$ cat config.mk
export PLATFORM = sky130hd
export DESIGN_NAME = usb_tx_framer
export DESIGN_NICKNAME = d
export VERILOG_FILES = /design/src/rtl/usb_tx_pkg.sv /design/src/rtl/usb_crc16_byte.sv /design/src/rtl/usb_tx_framer.sv
export SDC_FILE = /design/constraint.sdc
export NUM_CORES = 1
export LEC_CHECK = 0
export CAP_MARGIN = 20
export CORE_MARGIN = 8
export CORE_UTILIZATION = 53
export DETAILED_ROUTE_END_ITERATION = 8
export PLACE_DENSITY = 0.8
export REMOVE_ABC_BUFFERS = 1
export SLEW_MARGIN = 30
export SYNTH_ARGS = -nofsm -noshare
export SYNTH_HDL_FRONTEND = slang
export SYNTH_SLANG_ARGS = --single-unit
$ cat constraint.sdc
create_clock -name clk -period 2.1 [get_ports clk]
set_input_delay 0.315 -clock clk [delete_from_list [all_inputs] [get_ports clk]]
set_output_delay 0.315 -clock clk [all_outputs]
set_load 0.1 [all_outputs]
$ cat src/rtl/usb_tx_pkg.sv
// usb_tx_pkg: packet-type encodings, PID bytes and framer state constants
package usb_tx_pkg;

    localparam logic [2:0] PKT_DATA0 = 3'd1;
    localparam logic [2:0] PKT_DATA1 = 3'd2;
    localparam logic [2:0] PKT_ACK   = 3'd3;
    localparam logic [2:0] PKT_NAK   = 3'd4;
    localparam logic [2:0] PKT_STALL = 3'd5;

    localparam logic [7:0] PID_DATA0 = 8'hC3;
    localparam logic [7:0] PID_DATA1 = 8'h4B;
    localparam logic [7:0] PID_ACK   = 8'hD2;
    localparam logic [7:0] PID_NAK   = 8'h5A;
    localparam logic [7:0] PID_STALL = 8'h1E;

    typedef logic [2:0] state_t;

    localparam state_t ST_IDLE   = 3'd0;
    localparam state_t ST_SYNC   = 3'd1;
    localparam state_t ST_PID    = 3'd2;
    localparam state_t ST_DATA   = 3'd3;
    localparam state_t ST_CRC_LO = 3'd4;
    localparam state_t ST_CRC_HI = 3'd5;
    localparam state_t ST_EOP    = 3'd6;

    function automatic logic [7:0] pid_of(input logic [2:0] p);
        return p == PKT_DATA0 ? PID_DATA0 :
               p == PKT_DATA1 ? PID_DATA1 :
               p == PKT_ACK   ? PID_ACK   :
               p == PKT_NAK   ? PID_NAK   :
               p == PKT_STALL ? PID_STALL : 8'h00;
    endfunction

    function automatic logic is_data(input logic [2:0] p);
        return p == PKT_DATA0 || p == PKT_DATA1;
    endfunction

endpackage

$ cat src/rtl/usb_crc16_byte.sv
// usb_crc16_byte: one-byte update of the reflected CRC16-USB register (poly A001)
module usb_crc16_byte (
    input  logic [15:0] crc_in,
    input  logic [7:0]  data,
    output logic [15:0] crc_out
);

    // fold the byte in LSB first, one polynomial step per bit
    always_comb begin
        crc_out = crc_in ^ {8'h00, data};
        for (int i = 0; i < 8; i++)
            crc_out = crc_out[0] ? (crc_out >> 1) ^ 16'hA001 : crc_out >> 1;
    end

endmodule

$ cat src/rtl/usb_tx_framer.sv
// usb_tx_framer: builds SYNC/PID/DATA/CRC16/EOP byte stream for the USB serializer
module usb_tx_framer
    import usb_tx_pkg::*;
#(
    parameter int          MAX_PAYLOAD  = 64,
    parameter int          SIZE_W       = $clog2(MAX_PAYLOAD + 1),
    parameter logic [7:0]  SYNC_PATTERN = 8'h80
) (
    input  logic              clk,
    input  logic              n_rst,
    input  logic              tx_start,
    input  logic [2:0]        tx_packet,
    input  logic [SIZE_W-1:0] tx_size,
    input  logic [7:0]        tx_packet_data,
    output logic              get_tx_packet_data,
    output logic [7:0]        byte_out,
    output logic              byte_valid,
    input  logic              byte_ready,
    output logic              eop,
    input  logic              eop_done,
    input  logic              tx_abort,
    output logic              busy,
    output logic              tx_done,
    output logic              tx_error
);

    localparam logic [SIZE_W-1:0] MAX_SIZE = SIZE_W'(MAX_PAYLOAD);

    state_t            state_q, state_d;
    logic [SIZE_W-1:0] count_q, count_d;
    logic [15:0]       crc_q, crc_d, crc_next;
    logic [2:0]        pkt_q, pkt_d;
    logic              done_q, done_d;
    logic              err_q, err_d;
    logic              xfer;
    logic              start_ok;

    usb_crc16_byte u_crc (
        .crc_in  (crc_q),
        .data    (tx_packet_data),
        .crc_out (crc_next)
    );

    assign xfer     = byte_valid && byte_ready;
    assign start_ok = tx_packet != 3'd0 && tx_packet < 3'd6 && (!is_data(tx_packet) || tx_size <= MAX_SIZE);

    // byte-producing states; outputs depend on state only, so they hold while the serializer stalls
    always_comb begin
        byte_valid         = state_q inside {ST_SYNC, ST_PID, ST_DATA, ST_CRC_LO, ST_CRC_HI};
        byte_out           = state_q == ST_SYNC   ? SYNC_PATTERN :
                             state_q == ST_PID    ? pid_of(pkt_q) :
                             state_q == ST_DATA   ? tx_packet_data :
                             state_q == ST_CRC_LO ? ~crc_q[7:0] :
                             state_q == ST_CRC_HI ? ~crc_q[15:8] : 8'h00;
        get_tx_packet_data = state_q == ST_DATA && byte_ready;
        eop                = state_q == ST_EOP;
        busy               = state_q != ST_IDLE;
        tx_done            = done_q;
        tx_error           = err_q;
    end

    // next-state: byte states advance on a transfer, abort overrides everything but IDLE/EOP
    always_comb begin
        state_d = state_q;
        count_d = count_q;
        crc_d   = crc_q;
        pkt_d   = pkt_q;
        done_d  = 1'b0;
        err_d   = 1'b0;
        case (state_q)
            ST_IDLE:
                if (tx_start) begin
                    if (start_ok) begin
                        state_d = ST_SYNC;
                        pkt_d   = tx_packet;
                        count_d = tx_size;
                        crc_d   = 16'hFFFF;
                    end else begin
                        err_d = 1'b1;
                    end
                end
            ST_SYNC:
                if (xfer) state_d = ST_PID;
            ST_PID:
                if (xfer) state_d = !is_data(pkt_q) ? ST_EOP : count_q == '0 ? ST_CRC_LO : ST_DATA;
            ST_DATA:
                if (xfer) begin
                    count_d = count_q - 1'b1;
                    crc_d   = crc_next;
                    if (count_q == SIZE_W'(1)) state_d = ST_CRC_LO;
                end
            ST_CRC_LO:
                if (xfer) state_d = ST_CRC_HI;
            ST_CRC_HI:
                if (xfer) state_d = ST_EOP;
            ST_EOP:
                if (eop_done) begin
                    state_d = ST_IDLE;
                    done_d  = 1'b1;
                end
            default:
                state_d = ST_IDLE;
        endcase
        if (tx_abort && state_q != ST_IDLE && state_q != ST_EOP) state_d = ST_EOP;
    end

    // state registers; reset drops any packet in flight without EOP or done
    always_ff @(posedge clk or negedge n_rst) begin
        if (!n_rst) begin
            state_q <= ST_IDLE;
            count_q <= '0;
            crc_q   <= 16'hFFFF;
            pkt_q   <= 3'd0;
            done_q  <= 1'b0;
            err_q   <= 1'b0;
        end else begin
            state_q <= state_d;
            count_q <= count_d;
            crc_q   <= crc_d;
            pkt_q   <= pkt_d;
            done_q  <= done_d;
            err_q   <= err_d;
        end
    end

endmodule

==> impl_metrics.ini <==
[synthesis]
synth.distinct_cells = 45
synthTopCellsByArea = dfstp_2 (20%), dfrtp_1 (18%), o21ai_0 (7.9%), a21oi_1 (7.0%), xnor2_1 (6.5%)
syn-instance-count = 253
syn_area_mm2 = 0.00214
synth.avg_cell_area_um2 = 8.47
yosysTopAreaCell = dfstp_2
synth_edf_count = 0
synth-main-ff-cell = dfstp_2
ys_async_sr_fraction = 1.00
yosysSeqAreaShare = 0.371
synth_top_area_share = 0.196
yosysWarningCount = 0
ys_ff_latch = 31

[drt]
antenna_left = 0
drt_wl_total_mm = 6.37
vias = 2239
viasPerCell = 5.94
wl_per_cell_um = 16.9
drt_pre_antenna_iters = 5
drc = 0
drt_iter0_markers = 198

[clock_tree]
cts_made_buffers = 5
cts.clk_slew.worst_paths_ns = 0.07
clk_latency_ns = 0.29
clock_sinks = 31
clockRootBuffer = clkbuf_8
htreeDepth = 2
clock_tree.buffer_depth = 2
cts_tree = built

[min_path]
hp-class = input port to asynchronous set/reset pin

[place]
place_ws_ns = -0.371
routabilityCongestion = 0.855
portBuffers = 37
hpwl_mm = 4.34

[timing]
post-route-min-period_ns = 2.08
fin_crit_sh = 0.989
worst_slew_pin_slew_ns = 0.427
slew-limit-headroom = 0.713
whs_ns = 0.418
rsz0062_at_grt = yes
max_freq_mhz = 481
finalSetupViolations = 0
skew_ns = 0.0139
hold_viol_final = 0
drv_slew = 0
fin_ws_ns = 0.0229

[global_route]
grt_max_degree = 32
grt_usage = 0.199
antenna_found_initial = 0
grt.overflow.total = 0
grt_pass1_wl_mm = 10.1
grt_pass1_vias = 2158

[die]
die_h_um = 79.6
core.rowCount = 23
core_mm2 = 0.00394
die-area_mm2 = 0.00633
initial_utilization = 0.544
die_w_um = 79.6
ios = 38

[flow_run]
maxCapViolations = 0

[final_layout]
final_util = 0.792
nFillCells = 239
diodes = 0
area_growth_pct = 45.8
layout-drive-gt1-share = 0.318
nets = 352

[setup_path]
crit_type = input port to flop
crit_path_cell_trace = clkdlybuf4s50_1 > nor4_4 > a211oi_1 > o21ai_1 > buf_4 > and3b_2 > buf_6 > a211o_1 > o21ai_0
slowest_stage = clkdlybuf4s50_1
required_ns = 2.30
worstPathArrival_ns = 2.28
cp-start-kind = input port
path_buf_inv = 3
end_kind = flop
crit_family = buffers and inverters
slowest_delay_ns = 0.56
path_max_fanout = 12

[status]
status = completed
-- layer usage --
layer  wire length [µm]  global-route usage  part of all wire
met5                  0                   0                 0
met4                170              0.0759             0.027
met3                484              0.0552             0.076
met2               3260               0.326              0.51
met1               2450               0.242              0.38
-- final timing paths --
| check | from | end | slack, ns | cells past startpoint |
|---|---|---|---|---|
| setup / recovery | tx_size[5] | count_q[0]$_DFFE_PN0P_ | 0.02 | 9 |
| hold / removal | n_rst | tx_error$_DFF_PN0_ | 0.42 | 2 |
| setup reg to reg | crc_q[1]$_DFFE_PN1P_ | crc_q[0]$_DFFE_PN1P_ | 0.17 | 6 |
| hold reg to reg | crc_q[9]$_DFFE_PN1P_ | crc_q[1]$_DFFE_PN1P_ | 0.46 | 2 |
| max in group asynchronous | n_rst | crc_q[5]$_DFFE_PN1P_ | 1.34 | 2 |
| min in group clk | crc_q[9]$_DFFE_PN1P_ | crc_q[1]$_DFFE_PN1P_ | 0.46 | 2 |
-- cells by family after synthesis --
group,share of synthesized area
multiplexers,0.0636
AND/OR/NAND/NOR,0.167
AO/OA/AOI/OAI,0.224
flip-flops,0.371
buffers and inverters,0.0485
XOR/XNOR,0.114
adder cells (fa/ha/maj),0.0117
-- worst reg2reg max path: cells and delay by family (launching register included) --
| family | cells | cell delay, ns |
|---|---|---|
| flops | 1 | 0.57 |
| xor+xnor | 5 | 1.12 |
| compound gates | 1 | 0.16 |
-- state kept, by name, summed over array words and instances, names as in the netlist --
signal	cells
count_q	7
state_q	3
pkt_q	3
tx_done	1
crc_q	16
tx_error	1
-- what timing repair did --
item                       in CTS  in global routing
hold endpoints to repair        0                  0
resized for setup              11                 15
setup buffers                   0                  6
cloned                          0                  0
hold buffers                    0                  0
setup endpoints to repair      22                 34
pin swaps                       0                  2
-- Yosys cell counts (2+ instances only) --
cell type and instances:
nand2_1 22, and3_1 2, mux2_2 5, a22oi_1 2, buf_1 2, dfstp_2 16
a211oi_1 2, xnor2_2 3, nand3_1 3, nor3_1 17, nand2b_1 2, xnor2_1 16
mux2i_1 8, buf_4 2, a22o_1 2, o32ai_1 2, clkbuf_1 9, nor2_1 19
xor2_1 2, a221o_1 2, buf_2 2, inv_1 10, a21oi_1 30, o21ai_0 34
nor2b_1 4, ha_1 2, dfrtp_1 15
-- placed cells by master (no fill, tap or decap), types with 4 or more instances in the layout --
cell             count
buf_4               42
o21ai_0             29
a21oi_1             28
clkdlybuf4s50_1     23
nand2_1             22
nor2_1              19
nor3_1              17
xnor2_1             16
dfstp_2             16
buf_12              14
dfrtp_1             11
inv_1                9
mux2i_1              8
mux2_2               5
clkbuf_8             5
o21ai_1              4
dfrtp_2              4
-- metrics by stage --
stage | instance area [µm²] | cells | TNS [ns]
4_1_cts | 3030 | 371 | 0
5_1_grt | 3120 | 377 | -0.937
3_3_place_gp | 2920 | 363 | -4.59
2_1_floorplan | 2080 | 238 | -24.08
3_5_place_dp | 2920 | 363 | -7.90
6_report | 3120 | 377 | 0
-- area by class of cell --
class                   instances  area [µm²]  area share
inverters                      10        37.5      0.0120
multi-input cells             197        1300       0.416
clock buffers                   8        80.1      0.0256
flip-flops and latches         31         801       0.256
well taps                      50        62.6      0.0200
repair buffers                 81         842       0.270
Power is not shown: default switching activity piles up to over one toggle a cycle in this logic, so the estimate is an artifact.
